## config.mk

```make
export PLATFORM = sky130hd
export DESIGN_NAME = serial_sub
export DESIGN_NICKNAME = d
export VERILOG_FILES = /design/src/rtl/serial_sub.sv
export SDC_FILE = /design/constraint.sdc
export NUM_CORES = 1
export LEC_CHECK = 0
export CAP_MARGIN = 20
export CORE_UTILIZATION = 44
export CTS_CLUSTER_DIAMETER = 80
export DETAILED_ROUTE_END_ITERATION = 7
export PLACE_DENSITY = 0.68
export SLEW_MARGIN = 40
export SYNTH_ARGS = -nofsm -noshare
export SYNTH_HDL_FRONTEND = slang
export SYNTH_SLANG_ARGS = --single-unit
```

## constraint.sdc

```tcl
create_clock -name clk -period 1.9 [get_ports clk]
set_input_delay 0.38 -clock clk [delete_from_list [all_inputs] [get_ports clk]]
set_output_delay 0.38 -clock clk [all_outputs]
set_load 0.02 [all_outputs]
```

## src/rtl/serial_sub.sv

```systemverilog
// Bit-serial subtractor: computes a - b - bin one bit per clock, LSB first,
// and presents diff/borrow/zero with a one-cycle done pulse.
//
// state | meaning
// IDLE  | waiting for start; outputs hold last result
// RUN   | one bit processed per edge, LSB first
// DONE  | result loaded; done pulse for one cycle
module serial_sub #(
  parameter int WIDTH = 8
) (
  input  logic             clk,
  input  logic             rst,
  input  logic             start,
  input  logic [WIDTH-1:0] a,
  input  logic [WIDTH-1:0] b,
  input  logic             bin,
  output logic             busy,
  output logic             done,
  output logic [WIDTH-1:0] diff,
  output logic             borrow,
  output logic             zero
);

  localparam int CW = $clog2(WIDTH + 1);

  localparam logic [1:0] IDLE = 2'd0;
  localparam logic [1:0] RUN  = 2'd1;
  localparam logic [1:0] DONE = 2'd2;

  logic [1:0]       state;
  logic [CW-1:0]    cnt;
  logic [WIDTH-1:0] opa;
  logic [WIDTH-1:0] opb;
  logic [WIDTH-1:0] res;
  logic             br;

  logic             d_bit;
  logic             br_next;
  logic [WIDTH:0]   res_ext;
  logic [WIDTH-1:0] res_next;
  logic             last;

  // New bit enters at the MSB of res; after WIDTH shifts res is the full result.
  always_comb begin
    d_bit    = opa[0] ^ opb[0] ^ br;
    br_next  = (~opa[0] & br) | (~opa[0] & opb[0]) | (opb[0] & br);
    res_ext  = {d_bit, res};
    res_next = res_ext[WIDTH:1];
    last     = (cnt == CW'(WIDTH - 1));
  end

  always_ff @(posedge clk or posedge rst) begin
    if (rst) begin
      state  <= IDLE;
      cnt    <= '0;
      opa    <= '0;
      opb    <= '0;
      res    <= '0;
      br     <= 1'b0;
      diff   <= '0;
      borrow <= 1'b0;
      zero   <= 1'b0;
    end else begin
      case (state)
        IDLE: begin
          if (start) begin
            opa   <= a;
            opb   <= b;
            br    <= bin;
            res   <= '0;
            cnt   <= '0;
            state <= RUN;
          end
        end
        RUN: begin
          opa <= opa >> 1;
          opb <= opb >> 1;
          br  <= br_next;
          res <= res_next;
          cnt <= cnt + CW'(1);
          if (last) begin
            diff   <= res_next;
            borrow <= br_next;
            zero   <= (res_next == '0);
            state  <= DONE;
          end
        end
        DONE: state <= IDLE;
        default: state <= IDLE;
      endcase
    end
  end

  assign busy = (state != IDLE);
  assign done = (state == DONE);

endmodule

```

Yosys cells after proc, flatten, opt, wreduce, memory -nomap -nowiden

Index checks and enable logic that the tools add are counted.

Bits of input ports: 20
Word-level logic and storage cells: 43
Output and inout port bits: 12
Register bits after elaboration: 41

Equality and inequality tests: 5
Multiplexer cells: 13
Add/sub/neg operators: 1
Reductions and logical operators: 7
Bitwise logic cells: 8

Operators by type and width:

| kind                                                            | number |
|---|---|
| 8-bit one-hot mux with 2 select lines                           | 3 |
| 8-bit two-way mux                                               | 3 |
| 8-bit logical NOT                                               | 1 |
| 4-bit one-hot mux with 2 select lines                           | 1 |
| 2-bit AND reduction                                             | 3 |
| 4-bit by 1-bit adder with 4-bit output, second input constant   | 1 |
| 4-bit by 3-bit == test with 1-bit output, second input constant | 1 |
| 2-bit two-way mux                                               | 2 |
| 4-bit two-way mux                                               | 1 |
| 2-bit inequality test, second input constant                    | 2 |
| 2-bit one-hot mux with 2 select lines                           | 1 |
| 2-bit nonzero test                                              | 2 |
| 1-bit AND                                                       | 3 |
| 2-bit by 1-bit == test with 1-bit output, second input constant | 1 |
| 2-bit == test, second input constant                            | 1 |
| 2-bit logical NOT                                               | 1 |
| 1-bit OR                                                        | 2 |
| 1-bit one-hot mux with 2 select lines                           | 1 |
| 1-bit bitwise XOR                                               | 2 |
| 1-bit two-way mux                                               | 1 |
| 1-bit NOT                                                       | 1 |

Depth between registers and ports, before layout

Gate-level depths: netlist (run 1).

Depth after elaboration: 5
Depth in mapped cells: 5
Mapped depth without buffers: 4

Worst setup path after synthesis (run 1)

Ideal clock, no wire load.

Path kind: reg-to-output
From: register state[0]
To: output port done
Setup slack: 0.407 ns
Arrival time: 1.113 ns
Data required time: 1.520 ns
Buffers on the path: 3
Cell stages (with the launch flop): 5
Cell sequence: dfrtp_1 buf_6 buf_2 buf_2 nor2b_1

Cells in the longest elaborated chain, start to end: 1

Ends and longest elaborated chain:

| what                   | line | source |
|---|---|---|
| from (decl)            | 30   | `logic [1:0] state;` |
| from (signal assigned) | 54   | `state <= IDLE;` |
| from (signal assigned) | 72   | `state <= RUN;` |
| from (signal assigned) | 85   | `state <= DONE;` |
| 2-bit == test          | 95   | `assign done = (state == DONE);` |
| to (decl)              | 18   | `output logic done,` |

Every way passes these cells.

Final worst setup path (run 1)

From: register state[1]
To: output port busy

Cells in the longest elaborated chain, start to end: 1

Ends and longest elaborated chain:

| what               | line | source |
|---|---|---|
| 2-bit nonzero test | 94   | `assign busy = (state != IDLE);` |
| to (decl)          | 17   | `output logic busy,` |

Every way passes these cells.

==> impl_metrics.csv, run 1 <==
group,metric,value,unit
outcome,status,"complete, no violations",
timing,fin_crit_sh,87.5,%
floorplanning,die_height,66.5,µm
synth,synthCells,156,
synth,synth-seq-area-share,54.6,%
cells_and_area,fillers,336,
floorplanning,die_x,66.5,µm
synth,muxShareOfSynthArea,8.33,%
synth,synth_top_area_share,54.6,%
pwr,clkPwrFrac,20.2,%
synth,ys.warnings.count,0,
critical_path,reg2reg_depth,5,
critical_path,cp-end-kind,"primary output",
detailed_routing,ant_nets,0,
detailed_routing,vias_per_cell,5.35,
pwr,netSwitchingPower,1.14,mW
synth,synth_edf_count,0,
synth,postSynthAreaPerCell,11.8,µm²
floorplanning,placementRows,23,
synth,synth_area_leaders,"dfrtp_1, mux2_4, and3b_1, a22o_1, o21ai_0",
floorplanning,fp.coreArea,0.00400,mm²
floorplanning,io_pins,32,
clock_tree,cts.path.max_buffers,2,
critical_path,cp-endpoint,"busy",
timing,report.final.slew_viol_count,0,
run,max_cap_violations,0,
detailed_routing,dr.pass1.iters,4,
pwr,p_total,3.40,mW
timing,worst_slew_pin_slew,0.583,ns
timing,hold_violations,0,
critical_path,critical-path-slowest-cell,"dfrtp_2",
worst_hold_path,hp-class,"reg -> reg",
cells_and_area,antenna_cells,0,
pwr,p_int,2.25,mW
clock_tree,cts.sinks,40,
timing,finalSetupViolCount,0,
detailed_routing,wl_per_cell,14.7,µm
synth,synth_compound_area_share,16.4,%
synth,synth-main-ff-cell,"dfrtp_1",
timing,timing.fmax,0.601,GHz
grt,antenna_found_initial,0,
synth,ys_ff_latch,40,
timing,final.setup_skew,0.00724,ns
pwr,p_leak,1.07,nW
detailed_routing,wirelength,3570,µm
synth,synthesis.nets,178,
timing,relSlewSlack,61.0,%
clock_tree,cts_tree,"built",
grt,gr-total-overflow,0,
critical_path,crit_fanout,8,
cells_and_area,syn_to_final_growth,26.1,%
synth,ys_types,31,
critical_path,r2r_end,"diff[6]",
clock_tree,clk_pin_slew_worst_paths,0.08,ns
pwr,p_comb_share,37.5,%
clock_tree,clk_latency,0.29,ns
clock_tree,htree_levels,2,
synth,synthXorXnorAreaFrac,0,%
floorplanning,die-area,0.00443,mm²
critical_path,worst_ep_required_time,1.52,ns
detailed_routing,first_iter_violations,65,
synth,synthArstFlopShare,100,%
synth,synth_top_family_by_area,"compound AO/OA/AOI/OAI gates",
critical_path,path_cells,"nor2_2 -> inv_1 -> dlygate4sd2_1",
pwr,p_seq_share,42.4,%
detailed_routing,num_vias,1301,
critical_path,reg2reg_slack,0.30,ns
cells_and_area,nNetsFinal,214,
placed_design,io_buffers,31,
cells_and_area,final_area,0.00231,mm²
synth,synth.cell_area,0.00183,mm²
timing,grt_setup_unrepaired,"no",
floorplanning,start_util,45.8,%
placed_design,placed_cell_area,0.00219,mm²
critical_path,r2r-start,"state[0]",
clock_tree,post-cts-setup-buffers,0,
critical_path,crit_type,"reg -> out",
synth,yosys.area_share.simple,13.6,%
grt,grt_max_degree,41,
synth,synth_fa_ha_area_share,1.77,%
critical_path,critPathArrivalTime,1.28,ns
timing,fin_crit,1.66,ns
critical_path,max_stage_delay,0.46,ns
cells_and_area,layout-drive-gt1-share,16.6,%
pwr,peakVddDrop,580,µV
placed_design,hpwl,2620,µm
timing,setup_tns,0,ns
grt,grt_pass1_vias,1357,
grt,grt_pass1_wl,6190,µm
critical_path,cp-start-kind,"flip-flop",
clock_tree,cts-buffers-inserted,5,
pwr,p_per_area,1470,mW/mm²
critical_path,critPathLaunch,"state[1]",
placed_design,gp_congestion,0.798,
detailed_routing,drc,0,
synth,synth_top_cell_by_area,"dfrtp_1",
clock_tree,cts-root-buf,"clkbuf_8",
pwr,switching_share,33.6,%
grt,track_usage,18.8,%
power by group through the flow:
stage	logic [mW]	registers [mW]	clock network (mW)
3_3_place_gp	1.26	1.43	0
3_5_place_dp	1.30	1.45	0
4_1_cts	1.29	1.44	0.705
2_1_floorplan	0.805	1.50	0
5_1_grt	1.41	1.50	0.734
6_report	1.27	1.44	0.684
placed cells by master, fill, tap and decap left out, types with 3 or more instances in the layout:
| cell | instances |
|---|---|
| a21oi_1 | 12 |
| a22o_1 | 8 |
| a22oi_1 | 4 |
| and3b_1 | 11 |
| buf_4 | 9 |
| clkbuf_8 | 5 |
| clkdlybuf4s50_1 | 29 |
| dfrtp_1 | 39 |
| inv_1 | 5 |
| mux2_4 | 8 |
| nand2_1 | 18 |
| nor2_1 | 3 |
| nor2b_1 | 3 |
| o21ai_0 | 14 |
worst min path at each step:
stage,slack [ns],start,depth (start not counted),to
2_1_floorplan,0.45,opb[1],2,opb[1]
3_3_place_gp,0.46,opa[5],2,opa[5]
3_5_place_dp,0.48,opa[3],2,opa[3]
4_1_cts,0.50,opb[6],2,opb[6]
5_1_grt,0.51,opb[1],2,opb[1]
6_report,0.50,opb[5],2,opb[5]
worst max-delay path, delay by kind of cell (launching register included):
family	cells	cell delay, ns
flip-flops	1	0.46
buffers and inverters	2	0.36
AND/OR/NAND/NOR	1	0.17
synth_stat cells, drive strengths merged, types with 2 or more instances:
cell type,n
dfrtp,40
nand2,18
o21ai,16
a21oi,12
and3b,11
buf,10
mux2,10
a22o,8
inv,5
a22oi,4
nor2,4
nor2b,3
a32o,2
cell type report:
class / count / area [µm²] / area share, %
clock buffers: 5 / 68.8 / 2.98
clock inverters: 3 / 42.5 / 1.84
inverters: 5 / 18.8 / 0.812
multi-input cells: 100 / 737 / 31.9
flip-flops and latches: 40 / 1000 / 43.4
well taps: 50 / 62.6 / 2.71
repair buffers: 40 / 379 / 16.4
per-layer routing:
metal	vias to the layer above	global-route usage (%)	wire, µm
met3	8	5.48	157
met2	39	30.4	1650
met1	628	23.8	1700
met5	-	0	0
li1	626	-	-
met4	0	6.91	65
state kept, by name (all words and copies together), names as in the netlist:
signal,flops
borrow,1
br,1
cnt,4
diff,8
opa,8
opb,8
res,7
state,2
zero,1
cell families after synthesis:
kind of cell,after synthesis
muxes,11
AOI/OAI and AO/OA,46
DFF,40
adders and majority gates,2
and+or+nand+nor,41
buffers and inverters,16
what timing repair did:
item / 4_1_cts / 5_1_grt
resized for setup: 3 / 1
hold buffers: 0 / 0
endpoints found under the setup margin: 2 / 1
stage by stage:
stage | setup slack [ns] | std cells | utilization, % | hold WS (ns)
floorplan | 0.407 | 156 | - | 0.449
global placement | 0.273 | 235 | 54.9 | 0.462
detailed placement | 0.201 | 235 | 54.9 | 0.481
finish | 0.237 | 243 | 57.8 | 0.495
global route | 0.161 | 243 | 57.8 | 0.515
CTS | 0.000556 | 243 | 57.7 | 0.499
(Power assumes the default switching activity.)
==> inputs of run 2 (changes only) <==
--- a/config.mk
+++ b/config.mk
@@ -14,3 +14,4 @@
 export SYNTH_ARGS = -nofsm -noshare
 export SYNTH_HDL_FRONTEND = slang
 export SYNTH_SLANG_ARGS = --single-unit
+export TNS_END_PERCENT = 20
==> results of run 2 <==
The final DEF is identical to that of run 1; final timing and power are the same.
